<file path="src/rtl/truth_table_eval.sv">
// Programmable N-input Boolean function held as a serially loadable truth table,
// with registered single-vector evaluation and an on-chip sweep over all minterms.
module truth_table_eval #(
    parameter int unsigned              N_IN    = 4,
    parameter logic [(1 << N_IN) - 1:0] TT_INIT = 16'hAAEA
) (
    input  logic            clk,
    input  logic            rst_n,
    input  logic            cfg_en,
    input  logic            cfg_bit,
    input  logic [N_IN-1:0] in_vec,
    input  logic            in_valid,
    output logic            f_out,
    output logic            f_valid,
    input  logic            start,
    output logic            busy,
    output logic            done,
    output logic [N_IN:0]   ones_count,
    output logic [N_IN-1:0] first_zero_idx,
    output logic            zero_found
);

    localparam int unsigned     TtW     = 1 << N_IN;
    localparam logic [N_IN-1:0] LastIdx = {N_IN{1'b1}};

    typedef enum logic [1:0] {StIdle, StSweep, StDone} state_e;

    state_e            state_q, state_d;
    logic [TtW-1:0]    tt_q, tt_d;
    logic [N_IN-1:0]   idx_q, idx_d;
    logic [N_IN:0]     acc_q, acc_d;
    logic              zf_q, zf_d;
    logic [N_IN-1:0]   fz_q, fz_d;
    logic              f_out_q, f_out_d;
    logic              f_valid_q, f_valid_d;
    logic [N_IN:0]     ones_q, ones_d;
    logic [N_IN-1:0]   fzi_q, fzi_d;
    logic              zfo_q, zfo_d;
    logic              cur_bit;

    assign cur_bit = tt_q[idx_q];

    always_comb begin
        state_d   = state_q;
        tt_d      = tt_q;
        idx_d     = idx_q;
        acc_d     = acc_q;
        zf_d      = zf_q;
        fz_d      = fz_q;
        f_out_d   = f_out_q;
        f_valid_d = 1'b0;
        ones_d    = ones_q;
        fzi_d     = fzi_q;
        zfo_d     = zfo_q;

        unique case (state_q)
            StIdle: begin
                // Evaluation reads the table before any same-cycle shift.
                if (in_valid) begin
                    f_out_d   = tt_q[in_vec];
                    f_valid_d = 1'b1;
                end
                if (start) begin
                    state_d = StSweep;
                    idx_d   = '0;
                    acc_d   = '0;
                    zf_d    = 1'b0;
                    fz_d    = '0;
                end else if (cfg_en) begin
                    tt_d = {cfg_bit, tt_q[TtW-1:1]};
                end
            end
            StSweep: begin
                acc_d = acc_q + (N_IN + 1)'(cur_bit);
                if (!cur_bit && !zf_q) begin
                    fz_d = idx_q;
                    zf_d = 1'b1;
                end
                if (idx_q == LastIdx) begin
                    // Results load on the final edge so they are visible with done.
                    state_d = StDone;
                    ones_d  = acc_d;
                    fzi_d   = fz_d;
                    zfo_d   = zf_d;
                end else begin
                    idx_d = idx_q + 1'b1;
                end
            end
            StDone: begin
                state_d = StIdle;
            end
            default: begin
                state_d = StIdle;
            end
        endcase
    end

    always_ff @(posedge clk) begin
        if (!rst_n) begin
            state_q   <= StIdle;
            tt_q      <= TT_INIT;
            idx_q     <= '0;
            acc_q     <= '0;
            zf_q      <= 1'b0;
            fz_q      <= '0;
            f_out_q   <= 1'b0;
            f_valid_q <= 1'b0;
            ones_q    <= '0;
            fzi_q     <= '0;
            zfo_q     <= 1'b0;
        end else begin
            state_q   <= state_d;
            tt_q      <= tt_d;
            idx_q     <= idx_d;
            acc_q     <= acc_d;
            zf_q      <= zf_d;
            fz_q      <= fz_d;
            f_out_q   <= f_out_d;
            f_valid_q <= f_valid_d;
            ones_q    <= ones_d;
            fzi_q     <= fzi_d;
            zfo_q     <= zfo_d;
        end
    end

    assign f_out          = f_out_q;
    assign f_valid        = f_valid_q;
    assign busy           = (state_q == StSweep);
    assign done           = (state_q == StDone);
    assign ones_count     = ones_q;
    assign first_zero_idx = fzi_q;
    assign zero_found     = zfo_q;

endmodule

</file>
<file path="config.mk">
export PLATFORM = sky130hd
export DESIGN_NAME = truth_table_eval
export DESIGN_NICKNAME = d
export VERILOG_FILES = /design/src/rtl/truth_table_eval.sv
export SDC_FILE = /design/constraint.sdc
export NUM_CORES = 1
export LEC_CHECK = 0
export ABC_AREA = 1
export CORE_MARGIN = 2
export CORE_UTILIZATION = 60
export CTS_CLUSTER_DIAMETER = 50
export DETAILED_ROUTE_END_ITERATION = 8
export PLACE_DENSITY = 0.92
export SLEW_MARGIN = 20
export SYNTH_ARGS = -nofsm -noshare
export SYNTH_HDL_FRONTEND = slang
export SYNTH_SLANG_ARGS = --single-unit
</file>
<file path="constraint.sdc">
create_clock -name clk -period 3.99 [get_ports clk]
set_input_delay 0.798 -clock clk [delete_from_list [all_inputs] [get_ports clk]]
set_output_delay 0.798 -clock clk [all_outputs]
set_load 0.1 [all_outputs]
</file>
======== Word level (Yosys, flattened, before mapping) ========
Index checks and enable logic that the tools add are counted.
storage, ports and cells
  word-level logic and storage cells ...... 52
  bits in latches ......................... 0
  memories kept ........................... 0
  bits in read-only memories .............. 0
  register bits ........................... 44
  output and inout bits ................... 14
  RAM bits ................................ 0
operators by class
  equal/unequal tests ..................... 6
  divide/modulo/power cells ............... 0
  bitwise operators ....................... 1
  shift operators ......................... 0
  reduce and logical (&&, ||, !) cells .... 12
  order comparisons ....................... 2
  multiplexer cells ....................... 18
  $mul .................................... 0
  add/subtract/negate cells ............... 2
operators with widths
  kind                                                                          number
  4-bit one-hot mux with 2 select lines                                         2
  4-bit 2-to-1 mux                                                              3
  4-bit by 5-bit less-than comparator with 1-bit output, second input constant  2
  5-bit one-hot mux with 2 select lines                                         1
  2-bit AND reduction                                                           5
  1-bit binary-select mux with 4-bit select                                     2
  3-bit AND reduction                                                           2
  5-bit by 1-bit adder with 5-bit output                                        1
  1-bit 2-to-1 mux                                                              5
  5-bit 2-to-1 mux                                                              1
  4-bit by 1-bit adder with 4-bit output, second input constant                 1
  4-bit equality test, second input constant                                    1
  2-bit 2-to-1 mux                                                              2
  2-bit inequality test, second input constant                                  2
  2-bit one-hot mux with 2 select lines                                         1
  2-bit by 1-bit equality test with 1-bit output, second input constant         1
  2-bit equality test, second input constant                                    1
  1-bit zero test                                                               2
  2-bit zero test                                                               1
  2-bit by 1-bit inequality test with 1-bit output, second input constant       1
  1-bit one-hot mux with 2 select lines                                         1
  2-bit nonzero test                                                            1
  1-bit logical AND                                                             1
  1-bit NOT                                                                     1

======== Longest topological paths before layout ========
  depth in word-level cells ............... 6
  mapped depth ............................ 12

======== Worst setup path after synthesis ========
Ideal clock, no wire load.
  kind .................................... register to output
  start point ............................. register state_q[1]
  end point ............................... output done
  arrival ................................. 1.753 ns
  setup slack ............................. 1.439 ns
  path buffers ............................ 0
  stages on the path, launching flop included .. 3
  path through ............................ dfxtp_1 -> inv_1 -> nor2_1
on the way
  word-level cells in the longest chain between the ends .. 1
RTL lines
  what                      RTL line  text
  start: declaration        28        state_e state_q, state_d;
  start signal: assignment  100       state_q <= StIdle;
  start signal: assignment  112       state_q <= state_d;
  2-bit equality test       129       assign done = (state_q == StDone);
  end: declaration          17        output logic done,
Every way passes these cells.

======== Worst setup path after layout ========
  start point ............................. register state_q[0]
  end point ............................... output busy
on the way
  word-level cells in the longest chain between the ends .. 1
RTL lines
  what                                            RTL line  text
  2-bit by 1-bit equality test with 1-bit output  128       assign busy = (state_q == StSweep);
  end: declaration                                16        output logic busy,
Every way passes these cells.

==> summary.md <==
| Metric | Value |
|---|---|
| Status | completed |
| Post-synth ARST share | 0% |
| Synth cell count leaders | nand2_1, dfxtp_1, nand3_1 |
| Rows | 21 |
| Synth Net Count | roughly 300 |
| Synth area leader | dfxtp_1 |
| Crit path time final | roughly 2.9 ns |
| Largest cells by area after synthesis | dfxtp_1, nand2_1, nand3_1 |
| Prevailing post-synth register cell | dfxtp_1 |
| Worst IR Drop VDD | roughly 0.23 mV |
| Fin crit share | about three quarters |
| Max Clk Rate | about 340 MHz |
| Share of the synthesized area in the top cell type | a little over 40% |
| Pwr Density | around 340 mW/mm^2 |
| Avg Cell Area, Syn | around 7.5 um^2 |
| Reg clk slew, reported paths | roughly 0.11 ns |
| CP max stage cell | clkdlybuf4s50_1 |
| Largest net degree at the start of global routing | 25 |
| CTS tree | yes |
| Synth Area in Compound Gates | between 10% and 20% |
| EDFF count, synth | 0 |
| Vias per cell | ~5.3 |
| Post-Synth Adder-Cell Area | approximately 1.7% |
| Final setup viols | 0 |
| XOR/XNOR Fraction of Synth Area | 1.22% |
| Largest family of logic cells by synthesized area | simple AND/OR/NAND/NOR gates |
| Via count | ~1.9k |
| Seq cells post-synth | 44 |
| Total grt overflow | 0 |
| Combinational Power Share | between 15 and 20% |
| Clock root buffer | clkbuf_4 |
| Synth-to-Final Area Change | 13.6% |
| # resized after CTS | 0 |
| Crit-path cells | inv_2 > nor2_8 > clkdlybuf4s50_1 |
| Util after Layout | a little over 70% |
| Count leader, synth | nand2_1 |
| HPWL after detailed placement | 2950 um |
| CP startpoint kind | flip-flop |
| RD Place Congestion | 0.853 |
| Die height | roughly 64 um |
| Wire length per cell | about 12 um |
| NetSw | between 200 and 250 uW |
| Drt pass-1 iters | 4 |
| Yosys cell types | 28 |
| CP required | between 3 and 4 ns |
| Global-route wire length before repair | ~7800 um |
| Die area | about 0.0041 mm^2 |
| Fillers | between 200 and 300 |
| Final ANT Viol Nets | 0 |
| Number of global-route vias before repair | ~1.8k |
| CP max FO | 8 |
| YS warnings | 0 |
| Crit path DAT | 2.12 ns |
| RSZ-0062 raised after global routing | false |
| Hold Crit Class | reg -> reg |
| Total track usage | roughly a quarter |
| Cell Int Power | ~600 uW |
| Max Clock Skew | about 0.013 ns |
| Max-slew violations | 0 |
| Max_slew headroom | around a third |
| Tightest Pin Transition | a little under 1 ns |
| Sequential power share | between 50% and 60% |
| Core area | roughly 0.0034 mm^2 |
| Initial antenna violation count | 0 |
| Lkg Pwr | about 0.0011 uW |
| Worst-case clock buffer depth | 2 |
| Endpoint type of the worst setup path | primary output |
| Synthesized area | between 0.002 and 0.0025 mm^2 |
| H-tree Lvls | 2 |
| Sequential area share after synthesis | between 40% and 50% |
| Final wirelength | between 4000 and 5000 um |
| Max incr delay on CP | roughly 1.2 ns |
| Cts hold-fix bufs | 0 |
| Cells after synthesis | about 290 |
| Post-Synth Simple-Gate Area | between 30% and 40% |
| Clk pwr share | a little over a quarter |
| Worst skew pair latency | ~0.35 ns |
| Multiplexer share of the synthesized area | 0% |
| Max-Cap Viols | 0 |
| N_diodes | 0 |
| Ports | 24 |
| PortBufs | 23 |
| Layout cell share with drive strength beyond 1 | 12.3% |
| Sw Ratio | between 20% and 30% |
| Placed cells | about 350 |
| Fin Setup TNS | 0 ns |
| Die span in x | 63.9 um |
| 1st-iter DRT viols | between 100 and 150 |
| Finished Layout Cells | ~360 |
| WS Path Type | reg -> out |
| Post-route DRC | 0 |
| Nets | 321 |
| CTS Buf Count | 5 |
| Post-CTS Setup Inserts | 0 |
| CTS sink count | 44 |
| Starting Density | a little under two thirds |
| Final Hold Viols | 0 |
## path summary, 6_finish.rpt
path                  from             to  slack (ns)  cells past startpoint
max             state_q[0]           busy        1.07                      3
min          ones_count[2]  ones_count[2]        0.47                      2
max reg2reg       idx_q[0]       acc_q[4]        1.66                     12
min reg2reg  ones_count[2]  ones_count[2]        0.47                      2
## power groups by stage
stage,Sequential [uW],Clock (uW),Combinational (uW)
floorplan,487,0,102
global placement,480,0,137
detailed placement,481,0,140
CTS,471,226,141
global route,474,244,156
finish,471,221,141
## placed cells by master (no fill, tap or decap), drive strengths merged
| cell | instances |
|---|---|
| or2 | 2 |
| o211ai | 16 |
| ha | 3 |
| nand3b | 1 |
| dfxtp | 44 |
| clkbuf | 8 |
| xor2 | 1 |
| inv | 39 |
| clkdlybuf4s50 | 23 |
| xnor2 | 2 |
| nor2 | 27 |
| nand2 | 60 |
| nand3 | 39 |
| a21oi | 20 |
| buf | 1 |
| o21ai | 19 |
| nand4 | 3 |
| a211oi | 1 |
## critical path: cells and delay by family, from the launching register on
family	cells	cell delay, ns
buffers and inverters	2	1.23
DFF	1	0.40
and+or+nand+nor	1	0.13
## metal layers
| metal | wire [um] | GRT usage, % |
|---|---|---|
| met4 | 76 | 10.1 |
| met2 | 1990 | 38.7 |
| met5 | 0 | 0 |
| met3 | 185 | 5.11 |
| met1 | 2000 | 30.8 |
## stage by stage
step | setup WS, ns | hold slack, ns | power [uW] | instance area [um^2]
after global routing | 0.985 | 0.502 | 875 | 2440
after floorplan | 1.44 | 0.441 | 588 | 2150
final | 1.07 | 0.468 | 833 | 2440
after detailed placement | 1.47 | 0.452 | 621 | 2380
after global placement | 1.47 | 0.452 | 617 | 2380
after CTS | 1.05 | 0.470 | 838 | 2440
## cell type report
cell class / count / area [um^2] / area share (%)
inverters: 39 / 146 / 5.99
repair buffers: 24 / 238 / 9.73
clock buffers: 8 / 58.8 / 2.41
well taps: 46 / 57.6 / 2.36
multi-input cells: 194 / 1060 / 43.4
flip-flops and latches: 44 / 881 / 36.1
## registers in the layout, indices dropped and copies added (netlist names)
| register | cells |
|---|---|
| fz_q | 4 |
| first_zero_idx | 4 |
| zero_found | 1 |
| acc_q | 5 |
| f_out | 1 |
| f_valid | 1 |
| ones_count | 5 |
| idx_q | 4 |
| tt_q | 16 |
| zf_q | 1 |
| state_q | 2 |
## cell families (layout without fill, tap and decap cells)
family                     count (synthesis)  in the layout
AOI/OAI and AO/OA                         56             56
xor gates and xnor gates                   3              3
adders and majority gates                  3              3
buffers and inverters                     50             71
DFF                                       44             44
and+or+nand+nor                          132            132
Power figures use the tool's default switching activity.
